===== config.mk =====
export PLATFORM = sky130hd
export DESIGN_NAME = pixel_dispatcher
export DESIGN_NICKNAME = d
export VERILOG_FILES = /design/src/rtl/pixel_dispatcher.sv
export SDC_FILE = /design/constraint.sdc
export NUM_CORES = 1
export LEC_CHECK = 0
export CAP_MARGIN = 15
export CORE_UTILIZATION = 59
export DETAILED_ROUTE_END_ITERATION = 8
export GPL_ROUTABILITY_DRIVEN = 0
export PLACE_DENSITY = 0.92
export SYNTH_ARGS = -nofsm -noshare
export SYNTH_HDL_FRONTEND = slang
export SYNTH_SLANG_ARGS = --single-unit

===== constraint.sdc =====
create_clock -name aclk -period 5.55 [get_ports aclk]
set_clock_uncertainty 0.2 [all_clocks]
set_input_delay 0.555 -clock aclk [delete_from_list [all_inputs] [get_ports aclk]]
set_output_delay 0.555 -clock aclk [all_outputs]
set_load 0.01 [all_outputs]

===== src/rtl/pixel_dispatcher.sv =====
// Raster-order pixel coordinate dispatcher feeding up to two compute cores
// in strict round-robin with one outstanding coordinate at a time.
module pixel_dispatcher #(
  parameter int MAX_CORES = 2
) (
  input  logic        aclk,
  input  logic        areset,
  input  logic        start,
  input  logic [12:0] image_width,
  input  logic [12:0] image_height,
  input  logic [2:0]  no_of_extra_cores,
  output logic [12:0] x1,
  output logic [12:0] y1,
  output logic        valid1,
  output logic        sof1,
  output logic        eol1,
  input  logic        core_ready_1,
  output logic [12:0] x2,
  output logic [12:0] y2,
  output logic        valid2,
  output logic        sof2,
  output logic        eol2,
  input  logic        core_ready_2,
  output logic        busy,
  output logic        frame_done
);

  localparam logic [1:0] S_IDLE = 2'd0;
  localparam logic [1:0] S_RUN  = 2'd1;
  localparam logic [1:0] S_DONE = 2'd2;

  logic [1:0]  state_q, state_d;
  logic [12:0] w_q, w_d, h_q, h_d;
  logic [12:0] x_q, x_d, y_q, y_d;
  logic        two_q, two_d;
  logic        cur_q, cur_d;
  logic [12:0] x1_q, x1_d, y1_q, y1_d;
  logic [12:0] x2_q, x2_d, y2_q, y2_d;
  logic        v1_q, v1_d, s1_q, s1_d, e1_q, e1_d;
  logic        v2_q, v2_d, s2_q, s2_d, e2_q, e2_d;
  logic        busy_q, busy_d;
  logic        fd_q, fd_d;

  logic        hs, last_x, last_y;
  logic        pres;
  logic        pres_c;
  logic [12:0] pres_x, pres_y, pres_w;
  logic        pres_sof, pres_eol;

  assign hs     = (v1_q & core_ready_1) | (v2_q & core_ready_2);
  assign last_x = (x_q == w_q - 13'd1);
  assign last_y = (y_q == h_q - 13'd1);

  always_comb begin
    state_d = state_q;
    w_d     = w_q;
    h_d     = h_q;
    two_d   = two_q;
    x_d     = x_q;
    y_d     = y_q;
    cur_d   = cur_q;
    fd_d    = 1'b0;
    pres    = 1'b0;
    pres_c  = cur_q;
    pres_x  = x_q;
    pres_y  = y_q;
    pres_w  = w_q;
    v1_d    = v1_q;
    v2_d    = v2_q;
    unique case (state_q)
      S_IDLE: begin
        if (start && image_width != 13'd0 && image_height != 13'd0) begin
          w_d     = image_width;
          h_d     = image_height;
          two_d   = (no_of_extra_cores != 3'd0) && (MAX_CORES >= 2);
          x_d     = 13'd0;
          y_d     = 13'd0;
          cur_d   = 1'b0;
          state_d = S_RUN;
          pres    = 1'b1;
          pres_c  = 1'b0;
          pres_x  = 13'd0;
          pres_y  = 13'd0;
          pres_w  = image_width;
        end
      end
      S_RUN: begin
        if (hs) begin
          v1_d = 1'b0;
          v2_d = 1'b0;
          if (last_x && last_y) begin
            state_d = S_DONE;
            fd_d    = 1'b1;
          end else begin
            x_d   = last_x ? 13'd0 : x_q + 13'd1;
            y_d   = last_x ? y_q + 13'd1 : y_q;
            cur_d = two_q ? ~cur_q : 1'b0;
          end
        end else if (!v1_q && !v2_q) begin
          pres = 1'b1;
        end
      end
      S_DONE: state_d = S_IDLE;
      default: state_d = S_IDLE;
    endcase
  end

  // Output registers only load when a new coordinate is presented.
  always_comb begin
    pres_sof = (pres_x == 13'd0) && (pres_y == 13'd0);
    pres_eol = (pres_x == pres_w - 13'd1);
    x1_d = x1_q;
    y1_d = y1_q;
    s1_d = s1_q;
    e1_d = e1_q;
    x2_d = x2_q;
    y2_d = y2_q;
    s2_d = s2_q;
    e2_d = e2_q;
    if (pres && !pres_c) begin
      x1_d = pres_x;
      y1_d = pres_y;
      s1_d = pres_sof;
      e1_d = pres_eol;
    end
    if (pres && pres_c) begin
      x2_d = pres_x;
      y2_d = pres_y;
      s2_d = pres_sof;
      e2_d = pres_eol;
    end
    busy_d = (state_d != S_IDLE);
  end

  always_ff @(posedge aclk) begin
    if (areset) begin
      state_q <= S_IDLE;
      w_q     <= 13'd0;
      h_q     <= 13'd0;
      two_q   <= 1'b0;
      x_q     <= 13'd0;
      y_q     <= 13'd0;
      cur_q   <= 1'b0;
      x1_q    <= 13'd0;
      y1_q    <= 13'd0;
      x2_q    <= 13'd0;
      y2_q    <= 13'd0;
      v1_q    <= 1'b0;
      s1_q    <= 1'b0;
      e1_q    <= 1'b0;
      v2_q    <= 1'b0;
      s2_q    <= 1'b0;
      e2_q    <= 1'b0;
      busy_q  <= 1'b0;
      fd_q    <= 1'b0;
    end else begin
      state_q <= state_d;
      w_q     <= w_d;
      h_q     <= h_d;
      two_q   <= two_d;
      x_q     <= x_d;
      y_q     <= y_d;
      cur_q   <= cur_d;
      x1_q    <= x1_d;
      y1_q    <= y1_d;
      x2_q    <= x2_d;
      y2_q    <= y2_d;
      v1_q    <= (pres && !pres_c) ? 1'b1 : v1_d;
      s1_q    <= s1_d;
      e1_q    <= e1_d;
      v2_q    <= (pres && pres_c) ? 1'b1 : v2_d;
      s2_q    <= s2_d;
      e2_q    <= e2_d;
      busy_q  <= busy_d;
      fd_q    <= fd_d;
    end
  end

  assign x1         = x1_q;
  assign y1         = y1_q;
  assign valid1     = v1_q;
  assign sof1       = s1_q;
  assign eol1       = e1_q;
  assign x2         = x2_q;
  assign y2         = y2_q;
  assign valid2     = v2_q;
  assign sof2       = s2_q;
  assign eol2       = e2_q;
  assign busy       = busy_q;
  assign frame_done = fd_q;

endmodule


==> metrics.txt <==
status=complete, no violations; initial antenna violation count=0; Reg2Reg Depth=9; Pleak=0.00264 uW; DRT Pass-1 Iters=6; final instance area=7730 um2; Setup violations, final=0; unrepaired setup endpoints after global routing=no; clock-pin slew on the worst setup and hold paths=0.06 ns; worst hold path type=reg -> reg; crit share post-route=75.5%; CP endpoint kind=flip-flop; CP Launch Type=flip-flop; worst hold margin=0.253 ns; HPWL after DPL=11900 um; Max-Cap Viols=0; GRT overflow=0; synthesis-to-layout area growth=21.3%; CP Data Required Time=5.77 ns; Yosys cell types=76; Initial DRC Count=666; synthesized area per cell=7.65 um2; Std-Cell Rows=37; Num CTS Buffers=17; All-Layer GR Usage=34.5%; Max Fclk=0.239 GHz; M2 GR Usage=57.3%; number of flops mapped to enable cells by yosys=0; die height=106 um; layout cell share with drive strength beyond 1=6.70%; register area share after synthesis=36.5%; Top Ports=94; Post CTS Setup Buffer Count=0; area of the mapped netlist=6370 um2; CTS tree=built; Die W=106 um; Resized Gates After CTS=0; pin count of the biggest net entering global routing=78; fin. max-slew vios=0; synthesis-stage register bit count=116; Mapped Cells=833; gr busiest metal=met2; Tmin final=4.19 ns; commonest non-fill, non-tap cells in the layout=nand2_1, dfxtp_1, a21oi_1; clock sinks=116; drt wl/cell=18.2 um; met1 Use GR=42.2%; root buffer cell=clkbuf_8; Rel. slew slack=30.4%; Clock Latency Late Sink=0.52 ns; vias in the first global route=6188; ys flop type=dfxtp_1; ys async rst share=0%; first-pass GRT wire length=30900 um; Initial Util=61.1%; H-tree levels=4; final hold vios=0; Core Area=10400 um2; CTS max path bufs=2; vias per cell=6.42; power per cell area=284 nW/um2; Placed Instance Area=7170 um2; Buffers on Ports=93; Post-Syn Nets=872; Hold Path Depth=2; worst-path fanout max=11; synthesis warning total=0; commonest non-fill, non-tap cell in the layout=nand2_1; Post-route DRC=0; drt total wl=18700 um; fillers=745; Worst-Margin Slew=1.04 ns; Global Route met3 Usage=6.07%; CP arrival=4.41 ns; routed via count=6623; maximum VDD drop=0.193 mV; Die Area=11200 um2; Setup TNS Final=0 ns; Final #Nets=923; ANT nets after route=0; antenna cells=0; hold_buf cts=0; Setup Crit Path Kind=reg -> reg
kinds of logic after synthesis:
group | Yosys count | synth area share, %
buffers and inverters | 81 | 6.11
adders and majority gates | 5 | 0.982
DFF | 116 | 36.5
muxes | 10 | 1.63
xor gates and xnor gates | 45 | 6.19
and+or+nand+nor | 387 | 29.3
AOI/OAI and AO/OA | 189 | 19.4
routing by layer:
metal / share of wire [%] / routed length (um)
met1: 39 / 7290
met2: 48 / 8960
met3: 8.6 / 1600
met4: 4.7 / 888
met5: 0 / 0
state kept, by name (all words and copies together) (netlist names):
name        flops
h_q            13
w_q            13
x1             13
x2             13
x_q            13
y1             13
y2             13
y_q            13
state_q         2
busy            1
cur_q           1
eol1            1
eol2            1
frame_done      1
sof1            1
sof2            1
two_q           1
valid1          1
valid2          1
critical path, cell delays in order (launching register included):
cell	delay, ns
dfxtp_1	0.43
or4_1	0.69
nor4_1	0.29
xor2_1	0.20
or4b_2	0.70
a211oi_1	0.29
nand2_1	0.20
o21bai_2	0.32
nand2_1	0.38
o32ai_1	0.40
power by group:
part | internal (uW) | switching, uW
Clock | 616 | 416
Combinational | 119 | 170
Sequential | 848 | 26.9
Total | 1580 | 613
final timing paths:
check                      from                   to  slack (ns)
max           w_q[3]$_SDFF_PP0_  x_q[1]$_SDFFE_PP0P_        1.36
min          x2[3]$_SDFFE_PP0P_   x2[3]$_SDFFE_PP0P_        0.25
max reg2reg   w_q[3]$_SDFF_PP0_  x_q[1]$_SDFFE_PP0P_        1.36
min reg2reg  x2[3]$_SDFFE_PP0P_   x2[3]$_SDFFE_PP0P_        0.25
synthesized netlist by cell type, drive strengths merged (3+ instances only):
cell type	n	share of area, %
nor4	19	2.1
o2111ai	3	0.41
o21ai	27	2.1
or3	12	1.2
a31oi	8	0.79
mux2i	7	1.1
nor2	47	2.8
nor3	28	2.2
xor2	18	2.5
a211oi	3	0.43
buf	21	2.4
o211a	3	0.47
or4	8	0.94
nand2	186	11
nand4	8	0.79
dfxtp	116	36
a32o	3	0.47
nor2b	3	0.29
mux2	3	0.53
nand2b	10	0.98
and2	4	0.43
o32ai	3	0.65
or4b	3	0.47
a41o	3	0.49
a21oi	97	7.6
inv	14	0.83
ha	5	0.98
and3	15	1.5
xnor2	27	3.7
clkbuf	43	2.5
nand3	20	1.6
nand4b	8	1.1
a311oi	6	0.83
o31a	4	0.55
nand3b	6	0.71
final cells by class:
| class | count | area, um2 | share of cell area (%) |
|---|---|---|---|
| clock buffer | 20 | 445 | 5.76 |
| clock inverter | 11 | 104 | 1.34 |
| inverter | 15 | 56.3 | 0.729 |
| multi-input combinational | 636 | 3670 | 47.4 |
| sequential | 116 | 2320 | 30.1 |
| tap | 136 | 170 | 2.20 |
| timing repair buffer | 98 | 963 | 12.5 |
through the flow:
| step | util [%] | worst slack, ns | instances | power, uW |
|---|---|---|---|---|
| after floorplan | - | 1.57 | 833 | 1090 |
| after global placement | 68.8 | 1.23 | 1000 | 1160 |
| after global routing | 74.2 | 1.11 | 1032 | 2260 |
| final | 74.2 | 1.36 | 1032 | 2200 |
| after detailed placement | 68.8 | 1.03 | 1000 | 1170 |
| after CTS | 74.1 | 1.48 | 1031 | 2180 |
No activity file was read; power rests on OpenSTA's default activity.
